===== config.mk =====
export PLATFORM = sky130hd
export DESIGN_NAME = midi_uart_rx
export DESIGN_NICKNAME = d
export VERILOG_FILES = /design/src/rtl/midi_pkg.sv /design/src/rtl/midi_bit_timer.sv /design/src/rtl/midi_uart_rx.sv
export SDC_FILE = /design/constraint.sdc
export NUM_CORES = 1
export LEC_CHECK = 0
export ABC_CLOCK_PERIOD_IN_PS = 2600
export BUFFER_PORTS_ARGS = -buffer_cell sky130_fd_sc_hd__clkbuf_2
export CAP_MARGIN = 20
export CORE_MARGIN = 5
export CORE_UTILIZATION = 57
export DETAILED_ROUTE_END_ITERATION = 10
export MAX_ROUTING_LAYER = met4
export PLACE_DENSITY = 0.79
export SYNTH_ARGS = -nofsm -noshare
export SYNTH_HDL_FRONTEND = slang
export SYNTH_SLANG_ARGS = --single-unit
export TNS_END_PERCENT = 30

===== constraint.sdc =====
create_clock -name CLOCK_25 -period 2.6 [get_ports CLOCK_25]
set_input_delay 0.78 -clock CLOCK_25 [delete_from_list [all_inputs] [get_ports CLOCK_25]]
set_output_delay 0.78 -clock CLOCK_25 [all_outputs]
set_load 0.05 [all_outputs]

===== src/rtl/midi_pkg.sv =====
// midi_pkg: shared definitions for the MIDI receive path.
//   rx_state_e - receiver FSM states
//   MIDI_BAUD  - standard MIDI bit rate
//   status range constants and msg_len(), the number of data bytes that
//   complete a channel message for a given status byte.
package midi_pkg;

  typedef enum logic [1:0] {
    ST_IDLE  = 2'd0,
    ST_START = 2'd1,
    ST_DATA  = 2'd2,
    ST_STOP  = 2'd3
  } rx_state_e;

  localparam int unsigned MIDI_BAUD = 31250;

  localparam logic [7:0] NOTE_OFF = 8'h80;
  localparam logic [7:0] PROG_CH  = 8'hC0;
  localparam logic [7:0] CH_PRESS = 8'hD0;
  localparam logic [7:0] PITCH    = 8'hE0;
  localparam logic [7:0] SYS      = 8'hF0;
  localparam logic [7:0] RT       = 8'hF8;

  // Program change and channel pressure carry one data byte; the other
  // channel messages carry two. Non-channel statuses have no length.
  function automatic logic [7:0] msg_len(input logic [7:0] status);
    if (status >= PROG_CH && status < PITCH) begin
      // covers PROG_CH..CH_PRESS+0x0F
      msg_len = (status < CH_PRESS || status >= CH_PRESS) ? 8'd1 : 8'd0;
    end else if ((status >= NOTE_OFF && status < PROG_CH) ||
                 (status >= PITCH && status < SYS)) begin
      msg_len = 8'd2;
    end else begin
      msg_len = 8'd0;
    end
  endfunction

endpackage


===== src/rtl/midi_bit_timer.sv =====
// midi_bit_timer: loadable down-counter for UART bit timing.
//   clk_i       - clock
//   rst_i       - synchronous active-high reset
//   load_half_i - start a HALF-clock interval
//   load_full_i - start a FULL-clock interval (wins over load_half_i)
//   expire_o    - one-cycle pulse when the loaded interval has elapsed
module midi_bit_timer #(
  parameter int unsigned FULL = 800,
  parameter int unsigned HALF = 400
) (
  input  logic clk_i,
  input  logic rst_i,
  input  logic load_half_i,
  input  logic load_full_i,
  output logic expire_o
);

  localparam int unsigned W = $clog2(FULL + 1);
  localparam logic [W-1:0] FULL_M1 = W'(FULL - 1);
  localparam logic [W-1:0] HALF_M1 = W'(HALF - 1);

  logic [W-1:0] cnt_q, cnt_d;
  logic         run_q, run_d;

  assign expire_o = run_q && (cnt_q == '0);

  always_comb begin
    cnt_d = cnt_q;
    run_d = run_q;
    if (load_full_i) begin
      cnt_d = FULL_M1;
      run_d = 1'b1;
    end else if (load_half_i) begin
      cnt_d = HALF_M1;
      run_d = 1'b1;
    end else if (run_q) begin
      if (cnt_q == '0) begin
        run_d = 1'b0;
      end else begin
        cnt_d = cnt_q - 1'b1;
      end
    end
  end

  always_ff @(posedge clk_i) begin
    if (rst_i) begin
      cnt_q <= '0;
      run_q <= 1'b0;
    end else begin
      cnt_q <= cnt_d;
      run_q <= run_d;
    end
  end

endmodule


===== src/rtl/midi_uart_rx.sv =====
// midi_uart_rx: MIDI serial receiver with running-status tracking.
//   CLOCK_25       - clock (CLK_HZ)
//   reset          - synchronous active-high reset
//   midi_rxd       - asynchronous serial input, idle high
//   byteready      - one-cycle pulse, midi_byte valid
//   midi_byte      - last byte received
//   cur_status     - current running-status byte
//   midibyte_nr    - data-byte index within the current message (0..2)
//   midi_data_byte - last data byte received for a channel message
//   msg_done       - one-cycle pulse with byteready when a message completes
//   frame_err      - one-cycle pulse on a bad stop bit
// Build option: MIDI_REALTIME_FILTER_EN drops real-time bytes 0xF8..0xFF
// completely; otherwise they are reported via byteready/midi_byte only.
module midi_uart_rx
  import midi_pkg::*;
#(
  parameter int unsigned CLK_HZ = 25000000,
  parameter int unsigned BAUD   = MIDI_BAUD
) (
  input  logic       CLOCK_25,
  input  logic       reset,
  input  logic       midi_rxd,
  output logic       byteready,
  output logic [7:0] midi_byte,
  output logic [7:0] cur_status,
  output logic [7:0] midibyte_nr,
  output logic [7:0] midi_data_byte,
  output logic       msg_done,
  output logic       frame_err
);

  localparam int unsigned CLKS_PER_BIT = CLK_HZ / BAUD;

  logic      sync1_q, sync2_q, prev_q;
  logic      fall;
  rx_state_e state_q, state_d;
  logic [2:0] bitcnt_q, bitcnt_d;
  logic [7:0] shift_q, shift_d;
  logic      wait_high_q, wait_high_d;
  logic      load_half, load_full, expire;
  logic      byte_ok;

  logic       byteready_q, byteready_d;
  logic [7:0] byte_q, byte_d;
  logic [7:0] status_q, status_d;
  logic [7:0] nr_q, nr_d;
  logic [7:0] data_q, data_d;
  logic       done_q, done_d;
  logic       ferr_q, ferr_d;
  logic [7:0] len;
  logic [7:0] nr_next;

  assign fall = prev_q && !sync2_q;

  midi_bit_timer #(
    .FULL(CLKS_PER_BIT),
    .HALF(CLKS_PER_BIT / 2)
  ) u_timer (
    .clk_i      (CLOCK_25),
    .rst_i      (reset),
    .load_half_i(load_half),
    .load_full_i(load_full),
    .expire_o   (expire)
  );

  // Frame FSM
  always_comb begin
    state_d     = state_q;
    bitcnt_d    = bitcnt_q;
    shift_d     = shift_q;
    wait_high_d = wait_high_q;
    load_half   = 1'b0;
    load_full   = 1'b0;
    byte_ok     = 1'b0;
    ferr_d      = 1'b0;
    unique case (state_q)
      ST_IDLE: begin
        if (wait_high_q) begin
          if (sync2_q) wait_high_d = 1'b0;
        end else if (fall) begin
          state_d   = ST_START;
          bitcnt_d  = '0;
          load_half = 1'b1;
        end
      end
      ST_START: begin
        if (expire) begin
          if (!sync2_q) begin
            state_d   = ST_DATA;
            load_full = 1'b1;
          end else begin
            state_d = ST_IDLE;
          end
        end
      end
      ST_DATA: begin
        if (expire) begin
          shift_d   = {sync2_q, shift_q[7:1]};
          load_full = 1'b1;
          if (bitcnt_q == 3'd7) begin
            state_d = ST_STOP;
          end else begin
            bitcnt_d = bitcnt_q + 3'd1;
          end
        end
      end
      ST_STOP: begin
        if (expire) begin
          state_d = ST_IDLE;
          if (sync2_q) begin
            byte_ok = 1'b1;
          end else begin
            ferr_d      = 1'b1;
            wait_high_d = 1'b1;
          end
        end
      end
      default: state_d = ST_IDLE;
    endcase
  end

  // Message decode: all outputs update together, one cycle after the stop sample
  always_comb begin
    byteready_d = 1'b0;
    done_d      = 1'b0;
    byte_d      = byte_q;
    status_d    = status_q;
    nr_d        = nr_q;
    data_d      = data_q;
    len         = msg_len(status_q);
    // Running status: a full message restarts the index at the first data byte
    nr_next     = (nr_q == len) ? 8'd1 : nr_q + 8'd1;
    if (byte_ok) begin
      if (shift_q >= RT) begin
`ifdef MIDI_REALTIME_FILTER_EN
        byteready_d = 1'b0;
`else
        byteready_d = 1'b1;
        byte_d      = shift_q;
`endif
      end else if (shift_q[7]) begin
        byteready_d = 1'b1;
        byte_d      = shift_q;
        status_d    = shift_q;
        nr_d        = '0;
      end else begin
        byteready_d = 1'b1;
        byte_d      = shift_q;
        if (status_q >= NOTE_OFF && status_q < SYS) begin
          nr_d   = nr_next;
          data_d = shift_q;
          done_d = (nr_next == len);
        end
      end
    end
  end

  always_ff @(posedge CLOCK_25) begin
    if (reset) begin
      sync1_q     <= 1'b1;
      sync2_q     <= 1'b1;
      prev_q      <= 1'b1;
      state_q     <= ST_IDLE;
      bitcnt_q    <= '0;
      shift_q     <= '0;
      wait_high_q <= 1'b0;
      byteready_q <= 1'b0;
      byte_q      <= '0;
      status_q    <= '0;
      nr_q        <= '0;
      data_q      <= '0;
      done_q      <= 1'b0;
      ferr_q      <= 1'b0;
    end else begin
      sync1_q     <= midi_rxd;
      sync2_q     <= sync1_q;
      prev_q      <= sync2_q;
      state_q     <= state_d;
      bitcnt_q    <= bitcnt_d;
      shift_q     <= shift_d;
      wait_high_q <= wait_high_d;
      byteready_q <= byteready_d;
      byte_q      <= byte_d;
      status_q    <= status_d;
      nr_q        <= nr_d;
      data_q      <= data_d;
      done_q      <= done_d;
      ferr_q      <= ferr_d;
    end
  end

  assign byteready      = byteready_q;
  assign midi_byte      = byte_q;
  assign cur_status     = status_q;
  assign midibyte_nr    = nr_q;
  assign midi_data_byte = data_q;
  assign msg_done       = done_q;
  assign frame_err      = ferr_q;

endmodule


=== Word level (Yosys, flattened, before mapping) ===
Cells that the tools add are included.

* Add/subtract/negate cells: 3
* $mul: 0
* Div/mod/pow operators: 0
* Magnitude comparators: 9
* Eq/ne operators: 16
* Shift-type cells: 0
* Mux-type cells: 42
* Bitwise logic cells: 6
* Reduce and logical (&&, ||, !) cells: 30

{| class="wikitable"
|+ Operators with widths
! kind !! number
|-
| greater-or-equal comparator 8 bit, second input constant || 5
|-
| two-way mux 10 bit || 4
|-
| less-than comparator 8 bit, second input constant || 4
|-
| two-way mux 8 bit || 3
|-
| two-way mux 1 bit || 18
|-
| two-way mux 2 bit || 9
|-
| inequality test 2 bit, second input constant || 9
|-
| equality test 8 bit || 2
|-
| two-way mux 3 bit || 4
|-
| zero test 10 bit || 1
|-
| subtractor 10 x 1 -> 10 bit, second input constant || 1
|-
| AND reduction 3 bit || 3
|-
| adder 8 x 1 -> 8 bit, second input constant || 1
|-
| one-hot mux 2 bit (4 select lines) || 1
|-
| AND reduction 2 bit || 4
|-
| nonzero test 2 bit || 4
|-
| logical AND 1 bit || 6
|-
| inverter 1 bit || 6
|-
| one-hot mux 3 bit (2 select lines) || 1
|-
| AND reduction 6 bit || 1
|-
| AND reduction 5 bit || 1
|-
| OR reduction 5 bit || 1
|-
| equality test 2 bit, second input constant || 2
|-
| one-hot mux 1 bit (2 select lines) || 2
|-
| 11 further kinds || 13
|}

* Register bits after elaboration: 62
* Bits in latches: 0
* RAM bits: 0
* Memory bits (read-only): 0
* Input port bits: 3
* Output and inout port bits: 35
* Logic and storage cells: 124
* Memories: 0

=== Logic depth before layout (Yosys ltp) ===
Gate-level depths: netlist (run 1).

* Depth in word-level cells: 9
* Mapped depth: 8
* Depth with buffers taken out: 7

=== Hierarchy ===
Synthesis (run 1) repeated with hierarchy kept, for this count alone.

* Cell total of the unflattened synthesis: 337
* Area, all modules: 2930.3 µm²

{| class="wikitable"
|+ Modules (own cells, without submodules)
! module !! times used !! cells each !! area an instance (µm²) !! seq. area each (µm²)
|-
| midi_uart_rx || 1 || 268 || 2346.0 || 1021.0
|-
| midi_bit_timer || 1 || 69 || 584.3 || 220.2
|}

=== Least setup slack after synthesis (run 1) ===
OpenSTA, ideal clock, no wires.

* Kind: register to register
* Start: register nr_q[0], in the netlist midibyte_nr[0]
* End: register done_q, in the netlist msg_done
* Setup time: 0.118 ns
* Arrival time: 1.825 ns
* Data required time: 2.482 ns
* Setup slack: 0.657 ns
* Stages on the path, launching flop included: 7
* Path buffers: 1
* Cells stage by stage: dfxtp_1 clkbuf_1 and3_1 and3_1 nor2_1 or3_1 o2111a_1

* Word-level cells in the longest chain between the ends: 3

{| class="wikitable"
|+ Ends and longest elaborated chain
! what !! line !! source
|-
| start, declared || midi_uart_rx.sv:46 || <nowiki>logic [7:0] nr_q, nr_d;</nowiki>
|-
| start signal, assigned || midi_uart_rx.sv:185 || <nowiki>nr_q <= nr_d;</nowiki>
|-
| adder 8 x 1 -> 8 bit / equality test 8 bit (equally long branches) || midi_uart_rx.sv:132 || <nowiki>nr_next = (nr_q == len) ? 8'd1 : nr_q + 8'd1;</nowiki>
|-
| two-way mux 8 bit * || midi_uart_rx.sv:132 ||
|-
| equality test 8 bit * || midi_uart_rx.sv:152 || <nowiki>done_d = (nr_next == len);</nowiki>
|-
| end signal, assigned || midi_uart_rx.sv:187 || <nowiki>done_q <= done_d;</nowiki>
|-
| end, declared || midi_uart_rx.sv:48 || <nowiki>logic done_q, done_d;</nowiki>
|}

Every way passes the cells marked *; elsewhere a longest branch is shown, timed or not.
A chain may end at the register's enable or synchronous reset.

=== Final worst setup path (run 1) ===
* Start: register state_q[0]
* End: register nr_q[4], in the netlist midibyte_nr[4]

* Word-level cells in the longest chain between the ends: 3

{| class="wikitable"
|+ Ends and longest elaborated chain
! what !! line !! source
|-
| start, declared || midi_uart_rx.sv:36 || <nowiki>rx_state_e state_q, state_d;</nowiki>
|-
| start signal, assigned || midi_uart_rx.sv:178 || <nowiki>state_q <= state_d;</nowiki>
|-
| equality test 2 bit || midi_uart_rx.sv:76 || <nowiki>unique case (state_q)</nowiki>
|-
| two-way mux 1 bit || midi_uart_rx.sv:76 ||
|-
| AND reduction 3 bit (no line) || n/a ||
|}

Every way passes these cells.

==> summary.md, run 1 <==
| Metric | Value |
|---|---|
| Average cell area after synthesis | 8.81 sq um |
| Worst Path Required | 2880 ps |
| Hold Buf Count CTS | 0 |
| Clock Skew | 10.1 ps |
| Number of max-cap violations | 0 |
| IO Pins | 38 |
| P_leak | 1.45 nW |
| Slew @ Worst Pin | 545 ps |
| Fillers | 456 |
| Worst hold path class | flop to flop |
| Largest net degree at the start of global routing | 47 |
| Number of synthesized flops with an enable pin | 0 |
| Rows | 26 |
| VDD IR-drop max | 0.000577 V |
| Global-route wire length before repair | 11300 microns |
| Asr flop ratio synth | 0 |
| Synthesis Warnings | 0 |
| Max Clock Freq | 467 MHz |
| Cells on worst reg2reg path | 6 |
| Total chip power | 2.11 mW |
| Core area | 5110 sq um |
| Vias in the first global route | 2440 |
| Die Height | 82.7 microns |
| Pre-CTS WS | 490 ps |
| Vias | 2616 |
| Post-CTS Setup Inserts | 0 |
| Synth-to-Final Area Change | 14.7% |
| CTS tree | built |
| Routability cong. | 0.828 |
| Setup ws final | 460 ps |
| Synth Instances | 342 |
| Synthesized flop and latch total | 62 |
| # DRC | 0 |
| Max-slew violations | 0 |
| Setup tns final | 0 ps |
| WL final | 6780 microns |
| Library cells used by synthesis | 59 |
| Synthesized area | 3010 sq um |
| Clock sinks | 62 |
| Tcrit/Tclk final | 0.823 |
| GR Overflow Total | 0 |
| Port Buffers | 36 |
| Status | completed |
| WHS Path Cells | 1 |
| Starting Density | 0.590 |
| Antenna Cells | 0 |
| Layout cells sized above 1 | 0.189 |
| Endpoints failing setup | 0 |
| Clk_lat worst skew | 350 ps |
| Most frequent cells in the layout | dfxtp_1, nor2_1, clkbuf_2 |
| WP data arrival | 2420 ps |
| H-tree levels | 3 |
| Hold Vio Cnt, Final | 0 |
| Critical path class | flop to flop |
| Worst setup EP type | flop |
| Crit Path Max Fanout | 7 |
| # resized after CTS | 0 |
| Width of the die | 82.7 microns |
| Sequential area share after synthesis | 0.412 |
| Power density over the cells | 612 nW/um^2 |
| Initial drt markers | 125 |
| Clk pin slew, worst setup/hold paths | 70 ps |
| TritonRoute pass-1 iters | 4 |
| Initial antenna violation count | 0 |
| Avg WL per Cell | 15.0 microns |
| RSZ-0062 raised after global routing | false |
| CTS max path bufs | 2 |
| Via density | 5.80 |
| Hpwl dp | 4770 microns |
| Fin nets | 388 |
| Clk root buf | clkbuf_8 |
| Shortest period the worst path allows | 2140 ps |
| Mapped Nets | 354 |
| Startpoint types | flop |
| Slew HR | 0.636 |
| All-layer global routing usage | 0.225 |
| Main flop type after synthesis | dfxtp_1 |
| CTS Buf Count | 9 |
| Antenna-violating nets left | 0 |
| Commonest non-fill, non-tap cell in the layout | dfxtp_1 |
| Die ar. | 6840 sq um |
## metrics by stage
stage / util / hold slack [ps] / std cells / cell area [sq um]
finish: 0.676 / 412 / 451 / 3450
detailed placement: 0.635 / 397 / 435 / 3250
global placement: 0.635 / 394 / 435 / 3250
floorplan: - / 389 / 342 / 3010
global route: 0.676 / 434 / 451 / 3450
CTS: 0.676 / 414 / 451 / 3450
## cells by family after synthesis
kind of cell,Yosys count,synth area share
AOI/OAI and AO/OA,65,0.144
xor gates and xnor gates,9,0.0262
adders and majority gates,9,0.0374
buffers and inverters,28,0.0403
DFF,62,0.412
muxes,22,0.0739
other,1,0.00125
and+or+nand+nor,146,0.265
## power breakdown
part | leakage, nW | internal (mW) | total, mW | switching, mW
combinational | 0.846 | 0.101 | 0.250 | 0.149
clock | 0.107 | 0.475 | 0.870 | 0.395
sequential | 0.501 | 0.969 | 0.994 | 0.0248
total | 1.45 | 1.54 | 2.11 | 0.569
## worst paths after layout
path,startpoint,to,slack (ps)
hold / removal,sync1_q,sync2_q,410
setup / recovery,state_q[0],midibyte_nr[4],460
hold reg to reg,sync1_q,sync2_q,410
setup reg to reg,state_q[0],midibyte_nr[4],460
## synthesized netlist by cell type (all sizes together) (2+ instances only)
| master | n | area, sq um |
|---|---|---|
| a211oi | 3 | 22.5 |
| a21boi | 2 | 15.0 |
| a21oi | 27 | 135 |
| a22o | 2 | 17.5 |
| a31oi | 6 | 37.5 |
| a32o | 3 | 30.0 |
| and2 | 2 | 12.5 |
| and3 | 6 | 37.5 |
| and3b | 2 | 17.5 |
| and4 | 2 | 17.5 |
| buf | 5 | 35.0 |
| clkbuf | 13 | 48.8 |
| dfxtp | 62 | 1240 |
| ha | 9 | 113 |
| inv | 10 | 37.5 |
| mux2 | 2 | 22.5 |
| mux2i | 20 | 200 |
| nand2 | 33 | 124 |
| nand2b | 5 | 31.3 |
| nand3 | 11 | 60.1 |
| nand4 | 6 | 37.5 |
| nor2 | 40 | 166 |
| nor2b | 3 | 18.8 |
| nor3 | 11 | 71.3 |
| nor4 | 3 | 25.0 |
| nor4b | 4 | 50.1 |
| o2111ai | 2 | 17.5 |
| o21ai | 8 | 40.0 |
| o221a | 4 | 45.0 |
| or2 | 3 | 18.8 |
| or3 | 7 | 43.8 |
| or3b | 2 | 17.5 |
| or4 | 4 | 33.8 |
| xnor2 | 7 | 61.3 |
| xor2 | 2 | 17.5 |
## critical path: stages, from the launching register on
cell,delay [ps]
dfxtp_1,390
ha_1,280
and3b_1,200
nand4_1,230
or3_1,440
or3b_1,390
a21oi_1,140
## layer usage
metal  routed length [microns]  track usage  vias up
li1                          -            -     1302
met1                      3160        0.290     1231
met4                        81       0.0784        0
met2                      3210        0.345       76
met3                       332       0.0542        7
met5                         0            -        -
## area by class of cell
class                           count  area, sq um  share of cell area
Multi-Input combinational cell    252         1650               0.478
Sequential cell                    62         1240               0.359
Timing Repair Buffer               41          230              0.0667
Clock buffer                       10          138              0.0399
Tap cell                           70         87.6              0.0254
Clock inverter                      6         70.1              0.0203
Inverter                           10         37.5              0.0109
## sequential cells by signal, summed over array words and instances (netlist names), 3 cells and up, named ones only
name,flops
midi_data_byte,7
cur_status,8
shift_q,8
midi_byte,8
midibyte_nr,8
bitcnt_q,3
u_timer.cnt_q,10
Note: power is estimated with default switching activity, not from simulation.
==> inputs of run 2 (changes only) <==
--- a/config.mk
+++ b/config.mk
@@ -5,14 +5,14 @@
 export SDC_FILE = /design/constraint.sdc
 export NUM_CORES = 1
 export LEC_CHECK = 0
-export ABC_CLOCK_PERIOD_IN_PS = 2600
+export ABC_CLOCK_PERIOD_IN_PS = 1800
 export BUFFER_PORTS_ARGS = -buffer_cell sky130_fd_sc_hd__clkbuf_2
 export CAP_MARGIN = 20
 export CORE_MARGIN = 5
-export CORE_UTILIZATION = 57
+export CORE_UTILIZATION = 52
 export DETAILED_ROUTE_END_ITERATION = 10
 export MAX_ROUTING_LAYER = met4
-export PLACE_DENSITY = 0.79
+export PLACE_DENSITY = 0.76
 export SYNTH_ARGS = -nofsm -noshare
 export SYNTH_HDL_FRONTEND = slang
 export SYNTH_SLANG_ARGS = --single-unit
==> constraint.sdc (replaced) <==
create_clock -name CLOCK_25 -period 1.8 [get_ports CLOCK_25]
set_input_delay 0.54 -clock CLOCK_25 [delete_from_list [all_inputs] [get_ports CLOCK_25]]
set_output_delay 0.54 -clock CLOCK_25 [all_outputs]
set_load 0.05 [all_outputs]
==> run 2 against run 1 <==
The flow now finishes with violations (negative setup slack). Total power increased by 49%. Routed wire length grew 8.6%. Clock skew is 2.2 ps higher. Critical endpoint is now midibyte_nr[3]. Clock power up 30%. Setup slack lost 550 ps. Critical path depth down 1.
==> summary.md, run 2 (same netlist as run 1, synthesis figures left out) <==
| Metric | Value |
|---|---|
| WP data arrival | 2170 ps (-250 ps) |
| Clk pwr share | 0.360 (-0.052) |
| CTS max path bufs | 2 (unchanged) |
| Crit Path Max Fanout | 4 (-3) |
| Clk root buf | clkbuf_8 |
| Commonest non-fill, non-tap cell in the layout | dfxtp_1 |
| Worst setup EP type | flop |
| Seq. cell area | 1260 sq um (+1.2%) |
| Worst Path Required | 2080 ps (-800 ps) |
| Hold_sp | midi_rxd |
| Worst hold path class | primary input to flop |
| Setup ws final | -85.9 ps (-546 ps) |
| Initial drt markers | 141 (+13%) |
| # DRC | 0 (unchanged) |
| Hpwl dp | 5110 microns (+7.1%) |
| Slowest CP cell | or3_4 |
| Capture point of the worst reg-to-reg path | midibyte_nr[3] |
| Clk pin slew, worst setup/hold paths | 80 ps (about the same) |
| Max reg flops | 10 (unchanged) |
| TritonRoute pass-1 iters | 4 (unchanged) |
| WHS Path Cells | 2 (+1) |
| Fin nets | 429 (+11%) |
| Max-slew violations | 0 (unchanged) |
| Failing checks | negative setup slack |
| CP max stage delay | 410 ps (-30 ps) |
| Width of the die | 86.1 microns (+4.1%) |
| IO Pins | 38 (unchanged) |
| Combinational Power Share | 0.187 (+0.069) |
| Vias in the first global route | 2622 (+7.5%) |
| Final core occ | 0.711 (+0.0347) |
| Largest net degree at the start of global routing | 38 (-19%) |
| Critical path class | flop to flop |
| Crit-path cells | nor4b_4, nand4_1, or3_4, or3_1, a21oi_1 |
| Fillers | 421 (-7.7%) |
| Synth-to-Final Area Change | 31.6% |
| Layout cells sized above 1 | 0.365 (+0.176) |
| Core area | 5570 sq um (+9.1%) |
| CTS Buf Count | 9 (unchanged) |
| Most flops, register | u_timer.cnt_q |
| Port Buffers | 36 (unchanged) |
| Clock Skew | 12.3 ps (+2.23 ps) |
| Vias | 2748 (+5.0%) |
| M1 GR Usage | 0.266 (-0.0240) |
| Startpoint types | flop |
| Status | finished, violations left |
| Initial antenna violation count | 0 (unchanged) |
| All-layer global routing usage | 0.212 (-0.0122) |
| Shortest period the worst path allows | 1890 ps (-254 ps) |
| Setup tns final | -941 ps (-941 ps) |
| GR Overflow Total | 0 (unchanged) |
| H-tree levels | 3 (unchanged) |
| Area of the multi-input gates | 1810 sq um (+9.9%) |
| Worst R2R Start | u_timer.cnt_q[6] |
| Number of max-cap violations | 0 (unchanged) |
| Most crowded layer after global routing | met2 |
| Power density over the cells | 796 nW/um^2 (+30%) |
| VDD IR-drop max | 0.000578 V (about the same) |
| CTS tree | built |
| Met3 usage | 0.0365 (-0.0177) |
| Routability cong. | 0.845 (+2.1%) |
| Clock sinks | 62 (unchanged) |
| Die Height | 86.1 microns (+4.1%) |
| Most frequent cells in the layout | dfxtp_1, nor2_1, buf_4 |
| Sw Ratio | 0.301 (+0.0316) |
| Max Clock Freq | 530 MHz (+13%) |
| Switching power | 0.949 mW (+67%) |
| Internal Dissipation | 2.20 mW (+43%) |
| Antenna-violating nets left | 0 (unchanged) |
| Avg WL per Cell | 14.9 microns (-0.84%) |
| RSZ-0062 raised after global routing | true |
| Hold path endpoint | sync1_q |
| Die ar. | 7410 sq um (+8.4%) |
| Clk_lat worst skew | 350 ps (about the same) |
| Reg-to-reg slack, setup | -90 ps (-550 ps) |
| Antenna Cells | 0 (unchanged) |
| Hold Buf Count CTS | 0 (unchanged) |
| Starting Density | 0.540 (-0.0494) |
| P_leak | 1.70 nW (+17%) |
| Endpoints failing setup | 29 (+29) |
| M2 GR Usage | 0.331 (-0.0138) |
| Tcrit/Tclk final | 1.05 (+0.225) |
| Flop pwr share | 0.453 (-0.017) |
| Hold Vio Cnt, Final | 0 (unchanged) |
| Global-route wire length before repair | 12300 microns (+8.4%) |
| Via density | 5.56 (-4.1%) |
| WL final | 7360 microns (+8.6%) |
| Rows | 27 (+3.8%) |
| Cells on worst reg2reg path | 5 (-1) |
run 2: cell types whose count changed in the layout (fill, tap and decap cells not counted), moves of 4 or more:
| cell | previous run | this run |
|---|---|---|
| a21oi_1 | 27 | 20 |
| a21oi_2 | 0 | 7 |
| buf_4 | 4 | 37 |
| buf_6 | 0 | 6 |
| dfxtp_1 | 62 | 52 |
| dfxtp_2 | 0 | 9 |
| nor3_1 | 9 | 5 |
| nor3_2 | 1 | 5 |
run 2: layer usage:
metal / vias to the layer above / share of wire
met1: 1294 / 0.46
li1: 1374 / -
met3: 9 / 0.054
met5: - / 0
met4: 0 / 0.016
met2: 71 / 0.47
run 2: how the worst max path moves through the flow:
stage / end / start
floorplan: midibyte_nr[3] / flop
global placement: u_timer.cnt_q[2] / u_timer.cnt_q[9]
detailed placement: u_timer.cnt_q[9] / u_timer.cnt_q[2]
CTS: msg_done / u_timer.cnt_q[2]
global route: midibyte_nr[3] / u_timer.cnt_q[9]
finish: midibyte_nr[3] / u_timer.cnt_q[6]
run 2: cell type report:
class,count,area share
Clock buffer,9,0.0313
Clock inverter,7,0.0139
Inverter,10,0.0101
Multi-Input combinational cell,252,0.457
Sequential cell,62,0.317
Tap cell,72,0.0227
Timing Repair Buffer,82,0.148
run 2: stage by stage:
stage	setup WS (ps)	cells	power (mW)	cell area [sq um]	hold slack (ps)
floorplan	-27.3	342	1.76	3030	389
global placement	-134	474	1.92	3560	395
detailed placement	-164	474	1.94	3560	394
CTS	-101	493	3.10	3820	371
global route	-147	494	3.28	3960	377
finish	-85.9	494	3.15	3960	374
run 2: timing repair:
item | CTS | global route
endpoints found under the setup margin | 43 | 55
resized for setup | 17 | 34
buffers inserted | 3 | 2
pin swaps | 11 | 21
run 2: critical path, delay by kind of cell (launching register included):
family / cells / cell delay, ps
and+or+nand+nor: 4 / 1290
DFF: 1 / 360
AOI/OAI and AO/OA: 1 / 170
run 2: power by group through the flow:
| stage | logic (mW) | registers, mW | clock network [mW] |
|---|---|---|---|
| finish | 0.588 | 1.43 | 1.13 |
| global route | 0.629 | 1.43 | 1.22 |
| CTS | 0.533 | 1.43 | 1.14 |
| detailed placement | 0.485 | 1.46 | 0 |
| global placement | 0.468 | 1.45 | 0 |
| floorplan | 0.297 | 1.46 | 0 |
==> inputs of run 3 (changes only) <==
--- a/config.mk
+++ b/config.mk
@@ -13,6 +13,7 @@
 export DETAILED_ROUTE_END_ITERATION = 10
 export MAX_ROUTING_LAYER = met4
 export PLACE_DENSITY = 0.76
+export SETUP_SLACK_MARGIN = 0.15
 export SYNTH_ARGS = -nofsm -noshare
 export SYNTH_HDL_FRONTEND = slang
 export SYNTH_SLANG_ARGS = --single-unit
==> run 3 against run 2 <==
The flow still finishes with violations (negative setup slack). Flip-flop and latch count unchanged. Clock skew about the same. Cell count up 0.20%. Critical path depth unchanged. Register-to-register slack about the same. Routed wire length up 10%. First-iteration DRC count up 30%. Total power up 6.6%. Global-route usage up 2.3 points. Sequential share of layout area down 0.59 points. Via count up 4.2%. Non-clock buffer count up 2.
==> summary.md, run 3 (same netlist as run 1, synthesis figures left out) <==
| Metric | Value |
|---|---|
| Hold Vio Cnt, Final | 0 (unchanged) |
| Synth-to-Final Area Change | 35.3% |
| Max Clock Freq | 529 MHz (-0.23%) |
| Die ar. | 7410 sq um (unchanged) |
| Clock Skew | 12.5 ps (+0.154 ps) |
| DR top layer | met4 |
| Crit Path Max Fanout | 8 (+4) |
| Pre-CTS WS | -166 ps (-2.35 ps) |
| Antenna-violating nets left | 0 (unchanged) |
| Most frequent cells in the layout | dfxtp_1, nor2_1, buf_4 |
| Avg WL per Cell | 16.4 microns (+9.9%) |
| Final core occ | 0.731 (+0.0200) |
| Final Cell Area | 4070 sq um (+2.8%) |
| Crit. Startpoint | u_timer.cnt_q[9] |
| Worst hold path class | primary input to flop |
| Hpwl dp | 5180 microns (+1.2%) |
| Tightest hold margin | 371 ps (-2.59 ps) |
| All-layer global routing usage | 0.235 (+0.0225) |
| Fin cells | 495 (+0.20%) |
| Clock sinks | 62 (unchanged) |
| RSZ-0062 raised after global routing | true |
| WHS Path Cells | 2 (unchanged) |
| Area of the multi-input gates | 1850 sq um (+1.9%) |
| Power density over the cells | 825 nW/um^2 (+3.7%) |
| Tcrit/Tclk final | 1.05 (+0.00245) |
| Fillers | 402 (-4.5%) |
| Core area | 5570 sq um (unchanged) |
| Rows | 27 (unchanged) |
| Status | finished, violations left |
| CTS max path bufs | 2 (unchanged) |
| Setup tns final | -1570 ps (-627 ps) |
| Worst Path Required | 2040 ps (-40 ps) |
| Most flops, register | u_timer.cnt_q |
| Antenna Cells | 0 (unchanged) |
| Failing checks | negative setup slack |
| WL final | 8110 microns (+10%) |
| Largest net degree at the start of global routing | 57 (+50%) |
| Clk_lat worst skew | 360 ps (about the same) |
| Die Height | 86.1 microns (unchanged) |
| Clk pin slew, worst setup/hold paths | 70 ps (about the same) |
| Worst R2R Start | u_timer.cnt_q[9] |
| Startpoint types | flop |
| Commonest non-fill, non-tap cell in the layout | dfxtp_1 |
| H-tree levels | 3 (unchanged) |
| Placed cell areas | 3540 sq um (-0.46%) |
| Cells on worst reg2reg path | 5 (unchanged) |
| Starting Density | 0.540 (unchanged) |
| IO Pins | 38 (unchanged) |
| Hold_sp | midi_rxd |
| WP data arrival | 2130 ps (-40 ps) |
| GR Overflow Total | 0 (unchanged) |
| Initial antenna violation count | 0 (unchanged) |
| Total chip power | 3.36 mW (+6.6%) |
| Setup ws final | -90.3 ps (-4.41 ps) |
| DP Cell Count | 471 (-0.63%) |
| Layout cells sized above 1 | 0.371 (+0.00623) |
| Routability cong. | 0.896 (+6.0%) |
| Max reg flops | 10 (unchanged) |
| VDD IR-drop max | 0.000854 V (+48%) |
| Detail Route met3 WL | 501 microns (+27%) |
| Initial drt markers | 183 (+30%) |
| Shortest period the worst path allows | 1890 ps (+4.41 ps) |
| Hold Buf Count CTS | 0 (unchanged) |
| Vias | 2864 (+4.2%) |
| # DRC | 0 (unchanged) |
| Seq. cell area | 1270 sq um (+0.90%) |
| Port Buffers | 36 (unchanged) |
| Max-slew violations | 0 (unchanged) |
| Fin nets | 431 (+0.47%) |
| Metal2 WL | 4030 microns (+17%) |
| Worst setup EP type | flop |
| Wire length on met1 | 3400 microns (-0.50%) |
| TritonRoute pass-1 iters | 5 (+1) |
| Clk root buf | clkbuf_8 |
| CTS Buf Count | 9 (unchanged) |
| Via density | 5.79 (+4.0%) |
| CTS tree | built |
| P_leak | 1.73 nW (+1.8%) |
| Critical path class | flop to flop |
| Global-route wire length before repair | 13400 microns (+9.3%) |
| Width of the die | 86.1 microns (unchanged) |
| Vias in the first global route | 2786 (+6.3%) |
| Endpoints failing setup | 39 (+34%) |
| Reg-to-reg slack, setup | -90 ps (about the same) |
| Number of max-cap violations | 0 (unchanged) |
==> run 3: cell types whose count changed in the layout (fill, tap and decap cells not counted), sizes merged <==
cell,previous run,this run
buf,46,51
bufinv,0,1
clkbuf,45,43
clkinv,1,3
clkinvlp,2,1
inv,14,10
==> run 3: cell type report <==
type	count	share of cell area
Inverter	10	0.0104
Sequential cell	62	0.311
Multi-Input combinational cell	252	0.453
Clock inverter	5	0.0147
Tap cell	72	0.0221
Clock buffer	10	0.0338
Timing Repair Buffer	84	0.155
==> run 3: report_power, final <==
part	switching, mW	total, mW	internal (mW)
logic	0.343	0.674	0.331
clock network	0.582	1.25	0.671
registers	0.0313	1.43	1.40
==> run 3: repair_timing <==
item,4_1_cts,5_1_grt
setup endpoints to repair,62,63
hold endpoints to repair,0,0
pin swaps,26,18
resized for setup,47,26
setup buffers,7,2
==> run 3: routing by layer <==
metal | GRT usage | vias to the layer above
met5 | - | -
met4 | 0.0921 | 0
met3 | 0.0663 | 20
met2 | 0.375 | 101
met1 | 0.279 | 1366
li1 | - | 1377
==> run 3: final timing paths <==
| kind | to |
|---|---|
| max reg2reg | cur_status[4] |
| min | sync1_q |
| max | cur_status[4] |
| min reg2reg | sync2_q |
==> run 3: worst max-delay path, stage by stage (launching register included) <==
cell	delay, ps
dfxtp_2	360
or4_4	620
nor2_8	220
and3_4	230
nand2_4	70
o221a_1	270
